===== src/rtl/mips_pkg.sv =====
// -----------------------------------------------------------------------------
// mips_pkg
// Shared helpers for the branch predictor:
//   ctr_max / weak_t / weak_nt : counter constants for a counter of width w
//   ctr_next                   : saturating next value for a counter of width w
// The helpers work on a 32-bit container so one definition serves both the
// narrow per-entry direction counters and the 32-bit perf counter.
// -----------------------------------------------------------------------------
package mips_pkg;

  localparam int unsigned CNT_CONTAINER_W = 32;

  // All-ones value of a w-bit counter.
  function automatic logic [31:0] ctr_max(input int unsigned w);
    return 32'hFFFF_FFFF >> (32'd32 - w);
  endfunction

  // Weakly-taken: MSB set, remaining bits clear.
  function automatic logic [31:0] weak_t(input int unsigned w);
    return 32'd1 << (w - 32'd1);
  endfunction

  // Weakly-not-taken: MSB clear, remaining bits set.
  function automatic logic [31:0] weak_nt(input int unsigned w);
    return ctr_max(w) >> 1;
  endfunction

  // Saturating counter step: uncond forces all-ones, taken increments
  // up to all-ones, not-taken decrements down to zero.
  function automatic logic [31:0] ctr_next(input logic [31:0] ctr,
                                           input logic        taken,
                                           input logic        uncond,
                                           input int unsigned w);
    logic [31:0] max_v;
    max_v = ctr_max(w);
    if (uncond) begin
      return max_v;
    end else if (taken) begin
      return (ctr >= max_v) ? max_v : ctr + 32'd1;
    end else begin
      return (ctr == 32'd0) ? 32'd0 : ctr - 32'd1;
    end
  endfunction

endpackage


===== src/rtl/mips_branch_predictor_sat_counter.sv =====
// -----------------------------------------------------------------------------
// sat_counter
// W-bit saturating up/down counter with parallel load.
//   clk, rst_b   : clock, asynchronous active-low reset (to RST_VAL)
//   en_i, up_i   : step enable and direction (1 = up)
//   load_i       : load load_val_i (wins over a step)
//   cnt_o        : current count
// -----------------------------------------------------------------------------
module sat_counter
  import mips_pkg::*;
#(
  parameter int unsigned     W       = 2,
  parameter logic [W-1:0]    RST_VAL = '0
) (
  input  logic         clk,
  input  logic         rst_b,
  input  logic         en_i,
  input  logic         up_i,
  input  logic         load_i,
  input  logic [W-1:0] load_val_i,
  output logic [W-1:0] cnt_o
);

  logic [W-1:0] cnt_q;
  logic [W-1:0] cnt_d;

  // Next count: load has priority over a saturating step.
  always_comb begin
    cnt_d = cnt_q;
    if (load_i) begin
      cnt_d = load_val_i;
    end else if (en_i) begin
      cnt_d = W'(ctr_next(CNT_CONTAINER_W'(cnt_q), up_i, 1'b0, W));
    end else begin
      cnt_d = cnt_q;
    end
  end

  // Count register.
  always_ff @(posedge clk or negedge rst_b) begin
    if (!rst_b) begin
      cnt_q <= RST_VAL;
    end else begin
      cnt_q <= cnt_d;
    end
  end

  assign cnt_o = cnt_q;

endmodule


===== src/rtl/mips_branch_predictor.sv =====
// -----------------------------------------------------------------------------
// mips_branch_predictor
// Direct-mapped BTB with per-entry saturating direction counters.
//   clk, rst_b     : clock, asynchronous active-low reset
//   stall          : freezes all state (lookup still follows lk_pc)
//   lk_pc          : fetch PC; lk_hit/lk_taken/lk_next_pc answer combinationally
//                    from registered state (no bypass of a same-cycle update)
//   upd_*          : resolved control-flow outcome from MEM
//   inv            : clear every valid bit (drops a same-cycle update)
//   perf_mispredicts : saturating count of mispredicted updates
// -----------------------------------------------------------------------------
module mips_branch_predictor
  import mips_pkg::*;
#(
  parameter int unsigned ENTRIES  = 16,
  parameter int unsigned CTR_BITS = 2,
  parameter int unsigned ADDR_W   = 32
) (
  input  logic              clk,
  input  logic              rst_b,
  input  logic              stall,
  input  logic [ADDR_W-1:0] lk_pc,
  output logic              lk_hit,
  output logic              lk_taken,
  output logic [ADDR_W-1:0] lk_next_pc,
  input  logic              upd_valid,
  input  logic [ADDR_W-1:0] upd_pc,
  input  logic              upd_taken,
  input  logic              upd_uncond,
  input  logic [ADDR_W-1:0] upd_target,
  input  logic              upd_mispredict,
  input  logic              inv,
  output logic [31:0]       perf_mispredicts
);

  localparam int unsigned IDX_W = $clog2(ENTRIES);
  localparam int unsigned TAG_W = ADDR_W - IDX_W - 2;

  localparam logic [CTR_BITS-1:0] WEAK_NT = CTR_BITS'(weak_nt(CTR_BITS));
  localparam logic [CTR_BITS-1:0] WEAK_T  = CTR_BITS'(weak_t(CTR_BITS));
  localparam logic [CTR_BITS-1:0] CTR_MAX = CTR_BITS'(ctr_max(CTR_BITS));

  // Entry view; field widths follow this instance's parameters.
  typedef struct packed {
    logic                valid;
    logic [TAG_W-1:0]    tag;
    logic [ADDR_W-1:0]   target;
    logic [CTR_BITS-1:0] ctr;
  } btb_entry_t;

  logic [ENTRIES-1:0]  valid_q;
  logic [TAG_W-1:0]    tag_q    [ENTRIES];
  logic [ADDR_W-1:0]   target_q [ENTRIES];
  logic [CTR_BITS-1:0] ctr_s    [ENTRIES];

  logic [IDX_W-1:0]    lk_idx_s, upd_idx_s;
  logic [TAG_W-1:0]    lk_tag_s, upd_tag_s;
  btb_entry_t          lk_ent_s;
  logic                upd_hit_s, upd_go_s, upd_tk_s, inv_go_s;
  logic                alloc_s, load_s, step_s;
  logic [CTR_BITS-1:0] load_val_s;
  logic                lk_ctr_unused, upd_pc_unused;

  // Lookup: read the indexed entry, compare tag, pick the next fetch PC.
  always_comb begin
    lk_idx_s        = lk_pc[IDX_W+1:2];
    lk_tag_s        = lk_pc[ADDR_W-1:IDX_W+2];
    lk_ent_s.valid  = valid_q[lk_idx_s];
    lk_ent_s.tag    = tag_q[lk_idx_s];
    lk_ent_s.target = target_q[lk_idx_s];
    lk_ent_s.ctr    = ctr_s[lk_idx_s];
    lk_hit          = lk_ent_s.valid & (lk_ent_s.tag == lk_tag_s);
    lk_taken        = lk_hit & lk_ent_s.ctr[CTR_BITS-1];
    if (lk_taken) begin
      lk_next_pc = lk_ent_s.target;
    end else begin
      lk_next_pc = lk_pc + ADDR_W'(4);
    end
  end

  // Only the counter MSB predicts; the byte offset of upd_pc is irrelevant.
  assign lk_ctr_unused = ^lk_ent_s.ctr;
  assign upd_pc_unused = ^upd_pc[1:0];

  // Update decode: hit/allocate/step decisions for the resolved instruction.
  always_comb begin
    upd_idx_s = upd_pc[IDX_W+1:2];
    upd_tag_s = upd_pc[ADDR_W-1:IDX_W+2];
    upd_hit_s = valid_q[upd_idx_s] & (tag_q[upd_idx_s] == upd_tag_s);
    inv_go_s  = inv & ~stall;
    upd_go_s  = upd_valid & ~stall & ~inv;
    upd_tk_s  = upd_taken | upd_uncond;
    alloc_s   = upd_go_s & ~upd_hit_s & upd_tk_s;
    // A hit on an unconditional jump is a load of all-ones, not a step.
    load_s    = alloc_s | (upd_go_s & upd_hit_s & upd_uncond);
    step_s    = upd_go_s & upd_hit_s & ~upd_uncond;
    if (upd_uncond) begin
      load_val_s = CTR_MAX;
    end else begin
      load_val_s = WEAK_T;
    end
  end

  // Valid/tag/target storage; invalidate outranks any same-cycle update.
  always_ff @(posedge clk or negedge rst_b) begin
    if (!rst_b) begin
      valid_q <= '0;
      for (int i = 0; i < int'(ENTRIES); i++) begin
        tag_q[i]    <= '0;
        target_q[i] <= '0;
      end
    end else if (inv_go_s) begin
      valid_q <= '0;
    end else if (alloc_s) begin
      valid_q[upd_idx_s]  <= 1'b1;
      tag_q[upd_idx_s]    <= upd_tag_s;
      target_q[upd_idx_s] <= upd_target;
    end else if (upd_go_s & upd_hit_s & upd_tk_s) begin
      target_q[upd_idx_s] <= upd_target;
    end
  end

  for (genvar g = 0; g < int'(ENTRIES); g++) begin : g_ctr
    logic sel_s;
    assign sel_s = (upd_idx_s == IDX_W'(g));
    sat_counter #(
      .W       (CTR_BITS),
      .RST_VAL (WEAK_NT)
    ) u_ctr (
      .clk        (clk),
      .rst_b      (rst_b),
      .en_i       (sel_s & step_s),
      .up_i       (upd_taken),
      .load_i     (sel_s & load_s),
      .load_val_i (load_val_s),
      .cnt_o      (ctr_s[g])
    );
  end

  sat_counter #(
    .W       (32),
    .RST_VAL (32'd0)
  ) u_perf (
    .clk        (clk),
    .rst_b      (rst_b),
    .en_i       (upd_valid & upd_mispredict & ~stall),
    .up_i       (1'b1),
    .load_i     (1'b0),
    .load_val_i (32'd0),
    .cnt_o      (perf_mispredicts)
  );

endmodule


===== config.mk =====
export PLATFORM = sky130hd
export DESIGN_NAME = mips_branch_predictor
export DESIGN_NICKNAME = d
export VERILOG_FILES = /design/src/rtl/mips_pkg.sv /design/src/rtl/mips_branch_predictor_sat_counter.sv /design/src/rtl/mips_branch_predictor.sv
export SDC_FILE = /design/constraint.sdc
export NUM_CORES = 2
export LEC_CHECK = 0
export BUFFER_PORTS_ARGS = -buffer_cell sky130_fd_sc_hd__buf_2
export CORE_MARGIN = 4
export CORE_UTILIZATION = 30
export CTS_BUF_LIST = sky130_fd_sc_hd__clkbuf_8
export DETAILED_ROUTE_END_ITERATION = 6
export PLACE_DENSITY = 0.45
export REMOVE_ABC_BUFFERS = 1
export SYNTH_ARGS = -nofsm -noshare
export SYNTH_HDL_FRONTEND = slang
export SYNTH_HIERARCHICAL = 1
export SYNTH_SLANG_ARGS = --single-unit
export TNS_END_PERCENT = 50

===== constraint.sdc =====
create_clock -name clk -period 3.16 [get_ports clk]
set_input_delay 0 -clock clk [delete_from_list [all_inputs] [get_ports clk]]
set_output_delay 0 -clock clk [all_outputs]
set_load 0.02 [all_outputs]

==> qor.txt <==
FLOORPLANNING
---------------------------------------------------------------------------------
Placeable Area                                                       179,000 um^2
X dimension of the die                                                     433 um
Die footprint                                                        187,000 um^2
Chip height                                                                433 um
Row count                                                                     155
Boundary pin count                                                            170
Initial core utilization                                                    0.302

PWR
---------------------------------------------------------------------------------
Sequential power share                                                      0.436
Proportion of power drawn by the clock network                              0.374
Internal power summed over all cells                                      25.1 mW
Gate power share                                                            0.190
Power dissipated by switching net loads                                   9.68 mW
Total power per unit cell area                                        499 nW/um^2
Total power                                                               34.7 mW
Leakage power                                                             32.3 nW
Switching power share of the total                                          0.279
Worst supply voltage drop on vdd                                         0.348 mV

STA
---------------------------------------------------------------------------------
Minimum hold slack                                                       0.104 ns
Setup repair after global routing missed its margin                           yes
Worst setup skew after layout                                           0.0465 ns
Post-route fraction of the period consumed by the critical path              1.28
Least setup slack across all paths after layout                         -0.891 ns
Max Clk Rate                                                              247 MHz
Final hold vios                                                                 0
Fin crit period                                                           4.05 ns
Final setup violation count                                                   492
Number of slew-limit violations in the final report                             0
Worst Tran Pin Value                                                     0.969 ns
Tightest slew margin relative to the limit                                  0.351

LOGIC SYNTHESIS
---------------------------------------------------------------------------------
Cell area after technology mapping                                    54,100 um^2
Ys flop type                                                         sky130_fd_sc_hd__dfrtp_1
Gate count of the mapped netlist                                            3,836
Number of warnings printed during yosys synthesis                               6
FFs w/ async S/R, synth                                                      1.00
Sequential share of the synthesized area                                    0.466
Cell variety after synth                                                       91
Number of flops mapped to enable cells by yosys                                 0
FF+latch count, synth                                                       1,008
Synthesized area per cell                                               14.1 um^2

ROUTING
---------------------------------------------------------------------------------
Met1 WL                                                                   90.8 mm
DRT Wirelength                                                             199 mm
Average vias per placed instance                                             5.21
DRC viols                                                                       0
Met3 WL post-DR                                                           7.64 mm
WL per Instance                                                           27.6 um
First-pass detailed-route iteration total                                       7
Total length of routed met2 wires                                         94.7 mm
Antenna Nets Post-Route                                                         0
Top sig layer                                                                met5
Iteration-0 DRC Markers                                                     2,523
Count of vias placed by the detailed router                                 37.5k

CLOCK NETWORK
---------------------------------------------------------------------------------
H-Tree Depth                                                                    4
CTS buffer count                                                              187
CTS tree                                                                      yes
Clock Root Buffer                                                    sky130_fd_sc_hd__clkbuf_8
Maximum clock path buffer count                                                 3
Number of clock sinks seen by CTS                                           1,008
Clock Pin Slew Worst Setup and Hold Paths                                 0.06 ns
Source-to-sink clock delay at the later pin of the worst-skew pair        0.93 ns

GLOBAL ROUTING
---------------------------------------------------------------------------------
Overall fraction of global-route tracks in use                              0.208
Total grt overflow                                                              0
Initial antenna violation count                                                27
Largest net degree at the start of global routing                             106
Vias in the first global route                                              39.5k
Global-route wire length before repair                                     286 mm

FINAL LAYOUT
---------------------------------------------------------------------------------
Filler cells                                                                17.1k
Most frequent cells in the layout                                    sky130_fd_sc_hd__dfrtp_1 (992), sky130_fd_sc_hd__mux2_2 (749), sky130_fd_sc_hd__buf_4 (528), sky130_fd_sc_hd__mux4_2 (350), sky130_fd_sc_hd__clkbuf_8 (247)
Most common cell after layout, fill and taps aside                   sky130_fd_sc_hd__dfrtp_1
Share of layout cells above drive strength 1                                0.543
Relative area change from synthesis to final layout                         28.7%
Net count, final                                                            4,789

PLACE
---------------------------------------------------------------------------------
HPWL reported at the end of detailed placement                             125 mm
PortBufs                                                                      167
GP Congestion                                                               0.855

WORST SETUP PATH
---------------------------------------------------------------------------------
Kind of critical path                                                flop to output pin
Crit path required time                                                   3.16 ns
Max Fanout on Critical Path                                                     7
Setup slack of the most critical reg-to-reg path                         -0.42 ns
Arrival time of the worst setup path                                      4.05 ns
Endpoint kind of the worst setup timing path                           output pin
Type of element launching the critical path                                  flop

FLOW RUN
---------------------------------------------------------------------------------
Max-Cap Viols                                                                   0

STATUS
---------------------------------------------------------------------------------
Outcome                                                              complete, but fails checks
Violations in the final reports                                      negative setup slack

WORST HOLD PATH
---------------------------------------------------------------------------------
Kind of path behind the tightest hold check                          primary input to flop

area by class of cell:
cell class / count / area (um^2) / area share
Antenna cell: 21 / 52.6 / 0.000754
Clock buffer: 246 / 3390 / 0.0486
Clock inverter: 86 / 460 / 0.00661
Inverter: 36 / 138 / 0.00198
Multi-Input combinational cell: 2509 / 28400 / 0.408
Sequential cell: 1008 / 25200 / 0.362
Tap cell: 2355 / 2950 / 0.0423
Timing Repair Buffer: 940 / 9040 / 0.130
kinds of logic after synthesis:
kind of cell | synth area share
xor gates and xnor gates | 0.0188
muxes | 0.384
AOI/OAI and AO/OA | 0.0447
and+or+nand+nor | 0.0512
other | 0.000139
buffers and inverters | 0.0339
adders and majority gates | 0.000693
DFF | 0.466
routing by layer:
layer	vias up	global-route usage
met5	-	0
met4	2	0.0631
met3	290	0.0279
met2	891	0.338
met1	20100	0.288
li1	16200	-
through the flow:
| stage | setup WS (ns) | util | setup TNS, ns | cells | cell area, um^2 |
|---|---|---|---|---|---|
| 3_3_place_gp | -0.598 | 0.349 | -199.32 | 6693 | 62400 |
| 6_report | -0.891 | 0.389 | -157.72 | 7201 | 69700 |
| 4_1_cts | -1.05 | 0.381 | -159.99 | 7141 | 68300 |
| 5_1_grt | -1.07 | 0.389 | -215.31 | 7198 | 69700 |
| 2_1_floorplan | -3.66 | - | -1981.75 | 3553 | 52700 |
| 3_5_place_dp | -0.516 | 0.349 | -190.65 | 6693 | 62400 |
worst max-delay path: stages (launching register included):
cell and delay, ns:
sky130_fd_sc_hd__dfrtp_1 0.37, sky130_fd_sc_hd__buf_4 0.14, sky130_fd_sc_hd__mux4_2 0.46, sky130_fd_sc_hd__mux2i_1 0.15, sky130_fd_sc_hd__mux2i_1 0.22, sky130_fd_sc_hd__xnor2_1 0.21, sky130_fd_sc_hd__buf_4 0.16, sky130_fd_sc_hd__nand4_1 0.09
sky130_fd_sc_hd__nor4_2 0.25, sky130_fd_sc_hd__buf_4 0.15, sky130_fd_sc_hd__nand3_4 0.06, sky130_fd_sc_hd__buf_12 0.16, sky130_fd_sc_hd__clkbuf_16 0.17, sky130_fd_sc_hd__mux2_4 0.35, sky130_fd_sc_hd__buf_6 0.15
flip-flops by register name (all words and copies together), names as in the netlist:
signal / count
target_q: 512
tag_q: 416
g_ctr.u_ctr/cnt_o: 32
u_perf/cnt_o: 32
valid_q: 16
worst paths after layout:
path                                           start                   endpoint  depth (start not counted)
max                           tag_q[113]$_DFFE_PN0P_              lk_next_pc[6]                         14
max in group asynchronous                      rst_b  target_q[257]$_DFFE_PN0P_                          5
min in group asynchronous                      rst_b     tag_q[106]$_DFFE_PN0P_                          4
min reg2reg                target_q[410]$_DFFE_PN0P_  target_q[410]$_DFFE_PN0P_                          1
min                                       upd_pc[21]      tag_q[15]$_DFFE_PN0P_                          3
max reg2reg                   tag_q[413]$_DFFE_PN0P_     tag_q[175]$_DFFE_PN0P_                         15
Yosys cell counts, types with 23 or more instances:
| cell type | count | area share |
|---|---|---|
| sky130_fd_sc_hd__mux2_2 | 851 | 0.18 |
| sky130_fd_sc_hd__mux4_2 | 349 | 0.15 |
| sky130_fd_sc_hd__o31ai_1 | 26 | 0.0036 |
| sky130_fd_sc_hd__inv_1 | 33 | 0.0023 |
| sky130_fd_sc_hd__dfrtp_1 | 992 | 0.46 |
| sky130_fd_sc_hd__nand2b_1 | 26 | 0.0030 |
| sky130_fd_sc_hd__mux2i_1 | 139 | 0.026 |
| sky130_fd_sc_hd__a21oi_1 | 89 | 0.0082 |
| sky130_fd_sc_hd__nand3_1 | 63 | 0.0058 |
| sky130_fd_sc_hd__nand2_1 | 156 | 0.011 |
| sky130_fd_sc_hd__mux2_1 | 45 | 0.0094 |
| sky130_fd_sc_hd__nor4_1 | 25 | 0.0029 |
| sky130_fd_sc_hd__buf_2 | 38 | 0.0035 |
| sky130_fd_sc_hd__xnor2_1 | 73 | 0.012 |
| sky130_fd_sc_hd__xor2_1 | 43 | 0.0070 |
| sky130_fd_sc_hd__clkbuf_1 | 207 | 0.014 |
| sky130_fd_sc_hd__nor3_1 | 39 | 0.0036 |
| sky130_fd_sc_hd__buf_6 | 23 | 0.0048 |
| sky130_fd_sc_hd__o21ai_0 | 47 | 0.0043 |
| sky130_fd_sc_hd__and3_1 | 31 | 0.0036 |
| sky130_fd_sc_hd__nor2_1 | 62 | 0.0043 |
| sky130_fd_sc_hd__mux2_4 | 73 | 0.020 |
| sky130_fd_sc_hd__nand4_1 | 28 | 0.0032 |
| sky130_fd_sc_hd__buf_1 | 45 | 0.0031 |
power groups by stage:
| stage | logic (mW) | registers, mW | clock network [mW] |
|---|---|---|---|
| global placement | 6.13 | 15.3 | 0 |
| global route | 7.05 | 15.3 | 14.1 |
| CTS | 6.47 | 15.1 | 13.5 |
| finish | 6.59 | 15.2 | 13.0 |
| floorplan | 3.20 | 15.2 | 0 |
| detailed placement | 6.19 | 15.3 | 0 |
timing repair:
item | 4_1_cts | 5_1_grt
endpoints found under the hold margin | 1963 | 0
buffers inserted | 22 | 23
cloned | 6 | 16
hold buffers | 88 | 0
gates resized for setup | 173 | 171
pin swaps | 52 | 37
endpoints found under the setup margin | 487 | 498
No activity file was read; power rests on OpenSTA's default activity.
